--- config.mk ---
export PLATFORM = sky130hd
export DESIGN_NAME = approx_add_arbiter
export DESIGN_NICKNAME = d
export VERILOG_FILES = /design/src/rtl/approx_add_arbiter.sv
export SDC_FILE = /design/constraint.sdc
export NUM_CORES = 1
export LEC_CHECK = 0
export ABC_CLOCK_PERIOD_IN_PS = 2890
export BUFFER_PORTS_ARGS = -buffer_cell sky130_fd_sc_hd__buf_4
export CAP_MARGIN = 15
export CORE_MARGIN = 3
export CORE_UTILIZATION = 45
export CTS_CLUSTER_DIAMETER = 120
export DETAILED_ROUTE_END_ITERATION = 12
export PLACE_DENSITY = 0.76
export SETUP_SLACK_MARGIN = 0.15
export SKIP_CTS_REPAIR_TIMING = 1
export SLEW_MARGIN = 30
export SYNTH_ARGS = -nofsm -noshare
export SYNTH_HDL_FRONTEND = slang
export SYNTH_HIERARCHICAL = 1
export SYNTH_SLANG_ARGS = --single-unit
--- constraint.sdc ---
create_clock -name clk -period 2.89 [get_ports clk]
set_clock_uncertainty 0.1 [all_clocks]
set_input_delay 0 -clock clk [delete_from_list [all_inputs] [get_ports clk]]
set_output_delay 0 -clock clk [all_outputs]
set_load 0.05 [all_outputs]
--- src/rtl/approx_add_arbiter.sv ---
// approx_add_arbiter: round-robin arbiter in front of one shared median adder,
// followed by a two-stage valid/ready pipeline (S1 operands, S2 result).
// Optional build macro APPROX_ADD_ARB_STATS_EN adds a saturating 16-bit
// output-stall counter on port stall_cnt.

// Median adder: exact sum of the high region, low region forced to 0111..1.
module median_adder #(
    parameter int BITWIDTH = 8,
    parameter int BORDER   = 2,
    parameter int SUBTYPE  = 1
) (
    input  logic [BITWIDTH-1:0] a_i,
    input  logic [BITWIDTH-1:0] b_i,
    output logic [BITWIDTH:0]   sum_o
);
    localparam int W = BITWIDTH - BORDER;

    logic [W-1:0] p;
    logic [W-1:0] g;
    logic [W:0]   c;
    logic         unused_low;

    // The approximate region ignores the operand low bits entirely.
    assign unused_low = ^{a_i[BORDER-1:0], b_i[BORDER-1:0]};

    assign p = a_i[BITWIDTH-1:BORDER] ^ b_i[BITWIDTH-1:BORDER];
    assign g = a_i[BITWIDTH-1:BORDER] & b_i[BITWIDTH-1:BORDER];

    genvar gi;
    generate
        if (SUBTYPE == 0) begin : g_rca
            assign c[0] = 1'b0;
            for (gi = 0; gi < W; gi++) begin : g_ripple
                assign c[gi+1] = g[gi] | (p[gi] & c[gi]);
            end
        end else begin : g_cla
            logic prop;
            // Lookahead carries: c[i+1] = OR_j ( g[j] & p[j+1..i] ), carry-in 0.
            always_comb begin
                c    = '0;
                prop = 1'b0;
                for (int i = 0; i < W; i++) begin
                    for (int j = 0; j <= i; j++) begin
                        prop = 1'b1;
                        for (int k = j + 1; k <= i; k++) begin
                            prop = prop & p[k];
                        end
                        c[i+1] = c[i+1] | (g[j] & prop);
                    end
                end
            end
        end

        assign sum_o[BITWIDTH:BORDER] = {c[W], p ^ c[W-1:0]};
        assign sum_o[BORDER-1]        = 1'b0;
        if (BORDER > 1) begin : g_low_ones
            assign sum_o[BORDER-2:0] = '1;
        end
    endgenerate
endmodule

module approx_add_arbiter #(
    parameter  int NREQ     = 4,
    parameter  int BITWIDTH = 8,
    parameter  int BORDER   = 2,
    parameter  int SUBTYPE  = 1,
    localparam int IDW      = (NREQ > 1) ? $clog2(NREQ) : 1
) (
    input  logic                     clk,
    input  logic                     rst,
    input  logic [NREQ-1:0]          req_valid,
    output logic [NREQ-1:0]          req_ready,
    input  logic [NREQ*BITWIDTH-1:0] req_a,
    input  logic [NREQ*BITWIDTH-1:0] req_b,
    output logic                     rsp_valid,
    input  logic                     rsp_ready,
    output logic [BITWIDTH:0]        rsp_sum,
    output logic [IDW-1:0]           rsp_id
`ifdef APPROX_ADD_ARB_STATS_EN
    ,
    output logic [15:0]              stall_cnt
`endif
);
    localparam int IDW1 = IDW + 1;

    logic [BITWIDTH-1:0] a_arr [NREQ];
    logic [BITWIDTH-1:0] b_arr [NREQ];

    logic [IDW-1:0]      ptr_q, ptr_d;
    logic                s1_valid_q, s1_valid_d;
    logic [BITWIDTH-1:0] s1_a_q, s1_a_d, s1_b_q, s1_b_d;
    logic [IDW-1:0]      s1_id_q, s1_id_d;
    logic                s2_valid_q, s2_valid_d;
    logic [BITWIDTH:0]   s2_sum_q, s2_sum_d;
    logic [IDW-1:0]      s2_id_q, s2_id_d;

    logic                grant_found;
    logic [IDW-1:0]      grant_idx;
    logic [IDW:0]        cand_w;
    logic [IDW:0]        ptr_inc;
    logic                s2_load, s1_adv, s1_load, accept;
    logic [BITWIDTH:0]   ma_sum;

    genvar gi;
    generate
        for (gi = 0; gi < NREQ; gi++) begin : g_unpack
            assign a_arr[gi] = req_a[gi*BITWIDTH +: BITWIDTH];
            assign b_arr[gi] = req_b[gi*BITWIDTH +: BITWIDTH];
        end
    endgenerate

    // Round-robin search: first valid requester starting at ptr, wrapping modulo NREQ.
    always_comb begin
        grant_found = 1'b0;
        grant_idx   = '0;
        cand_w      = '0;
        for (int k = 0; k < NREQ; k++) begin
            cand_w = {1'b0, ptr_q} + IDW1'(k);
            if (cand_w >= IDW1'(NREQ)) begin
                cand_w = cand_w - IDW1'(NREQ);
            end
            if (!grant_found && req_valid[cand_w[IDW-1:0]]) begin
                grant_found = 1'b1;
                grant_idx   = cand_w[IDW-1:0];
            end
        end
    end

    assign s2_load = !s2_valid_q | rsp_ready;
    assign s1_adv  = s1_valid_q & s2_load;
    assign s1_load = !s1_valid_q | s1_adv;
    // Ready is held low throughout reset even though S1 reads as empty then.
    assign accept  = grant_found & s1_load & !rst;
    assign ptr_inc = {1'b0, grant_idx} + IDW1'(1);

    generate
        for (gi = 0; gi < NREQ; gi++) begin : g_ready
            assign req_ready[gi] = accept && (grant_idx == IDW'(gi));
        end
    endgenerate

    median_adder #(
        .BITWIDTH (BITWIDTH),
        .BORDER   (BORDER),
        .SUBTYPE  (SUBTYPE)
    ) u_ma (
        .a_i   (s1_a_q),
        .b_i   (s1_b_q),
        .sum_o (ma_sum)
    );

    // Next state for pointer and both pipeline stages.
    always_comb begin
        ptr_d      = ptr_q;
        s1_valid_d = s1_valid_q;
        s1_a_d     = s1_a_q;
        s1_b_d     = s1_b_q;
        s1_id_d    = s1_id_q;
        s2_valid_d = s2_valid_q;
        s2_sum_d   = s2_sum_q;
        s2_id_d    = s2_id_q;
        if (accept) begin
            ptr_d   = (ptr_inc >= IDW1'(NREQ)) ? '0 : ptr_inc[IDW-1:0];
            s1_a_d  = a_arr[grant_idx];
            s1_b_d  = b_arr[grant_idx];
            s1_id_d = grant_idx;
        end
        if (s1_load) begin
            s1_valid_d = accept;
        end
        if (s2_load) begin
            s2_valid_d = s1_valid_q;
        end
        if (s1_adv) begin
            s2_sum_d = ma_sum;
            s2_id_d  = s1_id_q;
        end
    end

    // State registers; reset discards anything in flight and restarts at requester 0.
    always_ff @(posedge clk or posedge rst) begin
        if (rst) begin
            ptr_q      <= '0;
            s1_valid_q <= 1'b0;
            s1_a_q     <= '0;
            s1_b_q     <= '0;
            s1_id_q    <= '0;
            s2_valid_q <= 1'b0;
            s2_sum_q   <= '0;
            s2_id_q    <= '0;
        end else begin
            ptr_q      <= ptr_d;
            s1_valid_q <= s1_valid_d;
            s1_a_q     <= s1_a_d;
            s1_b_q     <= s1_b_d;
            s1_id_q    <= s1_id_d;
            s2_valid_q <= s2_valid_d;
            s2_sum_q   <= s2_sum_d;
            s2_id_q    <= s2_id_d;
        end
    end

    assign rsp_valid = s2_valid_q;
    assign rsp_sum   = s2_sum_q;
    assign rsp_id    = s2_id_q;

`ifdef APPROX_ADD_ARB_STATS_EN
    logic [15:0] stall_cnt_q, stall_cnt_d;

    // Count cycles where a result waits on the consumer, saturating at all ones.
    always_comb begin
        stall_cnt_d = stall_cnt_q;
        if (s2_valid_q && !rsp_ready && (stall_cnt_q != 16'hFFFF)) begin
            stall_cnt_d = stall_cnt_q + 16'd1;
        end
    end

    // Stall counter register, cleared only by reset.
    always_ff @(posedge clk or posedge rst) begin
        if (rst) begin
            stall_cnt_q <= '0;
        end else begin
            stall_cnt_q <= stall_cnt_d;
        end
    end

    assign stall_cnt = stall_cnt_q;
`endif
endmodule
==> results_tabular.tex <==
\begin{tabular}{lr}
\hline
Metric & Value \\
\hline
\multicolumn{2}{l}{\textbf{Setup path}} \\
Data required time of the critical path & between 2 and 3 ns \\
Type of element capturing the critical path & register \\
Highest fanout seen on the critical path & 14 \\
Startpoint type of the worst setup path & register \\
Setup Crit Path Kind & reg2reg \\
Worst EP arrival & approximately 2.6 ns \\
\multicolumn{2}{l}{\textbf{STA}} \\
Setup repair after global routing missed its margin & false \\
Maximum frequency from static timing analysis & approximately 380 MHz \\
Share of the clock period used by the worst path after layout & 0.9012 \\
Worst Tran Pin Value & just under 0.6 ns \\
Post-route setup slack & about 0.29 ns \\
Final setup vio count & 0 \\
Final hold violation count & 8 \\
Final slew viol count & 0 \\
Total Negative Setup Slacks & 0 ns \\
Slew headroom & 0.6046 \\
Final critical delay including setup and external delays & 2.605 ns \\
Final worst hold slack & -0.04476 ns \\
\multicolumn{2}{l}{\textbf{Floorplan}} \\
Standard cell core area & 3744 um\^{}2 \\
Top-Level Pins & slightly below 90 \\
Width of the die & between 60 and 70 um \\
Number of standard-cell rows in the floorplan & 22 \\
Initial standard-cell utilization of the core & 0.4753 \\
Die Outline Area & $\sim$4700 um\^{}2 \\
Chip Height & $\sim$69 um \\
\multicolumn{2}{l}{\textbf{Logic synthesis}} \\
Mean cell area of the mapped netlist & approximately 11 um\^{}2 \\
Yosys Warn Count & 6 \\
Post-synth design cell area & 1779 um\^{}2 \\
Post-synth net total & between 200 and 250 \\
Syn Inst Count & 164 \\
\multicolumn{2}{l}{\textbf{Pwr}} \\
Comb power frac & 0.581 \\
Power density normalized to cell area & around 880 nW/um\^{}2 \\
Maximum resistive drop on vdd & 0.0004743 V \\
Cell Int Power & about 1.4 mW \\
Fraction of power consumed by sequential logic & 0.289 \\
Switch share & 0.4222 \\
Clock network fraction of design power & 0.130 \\
Switch Pwr & 1.002 mW \\
Leakage power total & roughly 1.4 nW \\
Total power of the final layout & around 2.4 mW \\
\multicolumn{2}{l}{\textbf{Placed design}} \\
Final HPWL from detailed placement & approximately 3.0 mm \\
Worst setup timing slack at the placement stage & a little over 0.8 ns \\
Count of buffers inserted at the top-level ports & 70 \\
Inst Count DP & approximately 270 \\
Last weighted congestion value of the routability-driven placer & about 0.70 \\
\multicolumn{2}{l}{\textbf{Global route}} \\
Maximum number of pins on one net before global-route repair & 30 \\
Global-route total usage across every layer & 0.1791 \\
Initial antenna violation count & 0 \\
Remaining global-route overflow & 0 \\
First-pass GRT wire length & about 6.3 mm \\
Via count of the first global-routing pass & 1338 \\
\multicolumn{2}{l}{\textbf{Clock tree}} \\
Clock net sink count & 29 \\
Number of levels the H-tree was split into & 2 \\
Clock-pin slew on the worst setup and hold paths & about 0.060 ns \\
Clock tree from TritonCTS & yes \\
TritonCTS Buffers & 5 \\
Deepest clock path buffer count & 2 \\
Root cell of the clock tree & clkbuf\_8 \\
Clock insertion delay at the later pin of the skew report & about 0.28 ns \\
\multicolumn{2}{l}{\textbf{Drt}} \\
Number of vias per cell & around 5.3 \\
Number of vias in the routed layout & 1655 \\
Post-DR wirelength/cell & 14.96 um \\
Number of DRC markers after the initial detailed-route iteration & 86 \\
Final wirelength & about 4.7 mm \\
Final ANT Viol Nets & 0 \\
DR pass1 iterations & 4 \\
Number of DRC violations after detailed routing & 0 \\
\multicolumn{2}{l}{\textbf{Layout}} \\
Share of cells above drive strength 1 & 0.3647 \\
Synthesis-to-layout area growth & 51.69\% \\
Final cell count without fillers & $\sim$310 \\
Final core area utilization & 0.7209 \\
Antenna diode instance count & 0 \\
Most frequent cells in the layout & buf\_4, dlygate4sd3\_1, dfrtp\_1 \\
Commonest non-fill, non-tap cell in the layout & buf\_4 \\
Net total in the final layout & around 340 \\
\multicolumn{2}{l}{\textbf{Run status}} \\
Result of the run & finished, violations left \\
Violated checks & negative hold slack \\
\multicolumn{2}{l}{\textbf{Run}} \\
Maximum Capacitance Violations & 0 \\
\multicolumn{2}{l}{\textbf{Hold path}} \\
Hold Path Class & in2reg \\
\hline
\end{tabular}
-- worst paths after layout --
kind / from / to / slack (ns) / depth (start not counted)
max in group asynchronous: rst / s1_b_q[6]$_DFFE_PP0P_ / 2.04 / 3
max reg2reg: ptr_q[1]$_DFFE_PP0P_ / s1_a_q[5]$_DFFE_PP0P_ / 0.29 / 7
min in group asynchronous: rst / s1_valid_q$_DFFE_PP0N_ / 0.26 / 3
max: ptr_q[1]$_DFFE_PP0P_ / s1_a_q[5]$_DFFE_PP0P_ / 0.29 / 7
min reg2reg: s1_id_q[1]$_DFFE_PP0P_ / s1_id_q[1]$_DFFE_PP0P_ / 0.38 / 2
min: req_b[3] / s1_b_q[3]$_DFFE_PP0P_ / -0.04 / 3
-- routing by layer --
layer | wire length (um) | track usage | vias to the layer above
li1 | - | - | 783
met1 | 1916 | 0.2538 | 785
met2 | 2360 | 0.2655 | 74
met3 | 319 | 0.04214 | 13
met4 | 101 | 0.06569 | 0
met5 | 0 | 0 | -
-- cell type report --
type / count / area (um^2)
Clock inverter: 2 / 10.01
Inverter: 7 / 26.28
Sequential cell: 29 / 725.7
Clock buffer: 6 / 72.57
Fill cell: 284 / 1045
Multi-Input combinational cell: 116 / 925.9
Tap cell: 48 / 60.06
Timing Repair Buffer: 106 / 878.3
-- sequential cells by signal, indices dropped and copies added (netlist names) --
register    flops
s1_b_q          6
rsp_sum         9
rsp_id          2
s1_valid_q      1
s1_a_q          6
ptr_q           2
s1_id_q         2
rsp_valid       1
-- through the flow --
stage,hold WS [ns],area [um^2]
after global routing,-0.03051,2699
after detailed placement,0.02185,2286
after global placement,0.2006,2286
final,-0.04476,2699
after floorplan,-0.02189,1779
after CTS,-0.2762,2369
-- critical path, cell delays in order (launching register included) --
cell and delay (ns):
dfrtp_1 0.43, inv_1 0.09, a221oi_2 0.26, nand3_1 0.33, buf_4 0.34, mux2i_1 0.19, dlygate4sd3_1 0.58, o221ai_1 0.12
-- power groups by stage --
stage / sequential [mW] / clock (mW) / combinational (mW)
after floorplan: 0.906 / 0 / 0.762
after global placement: 0.686 / 0 / 1.24
after detailed placement: 0.692 / 0 / 1.28
after CTS: 0.685 / 0.317 / 1.29
after global routing: 0.707 / 0.342 / 1.49
final: 0.685 / 0.309 / 1.38
Note: power is estimated with default switching activity, not from simulation.
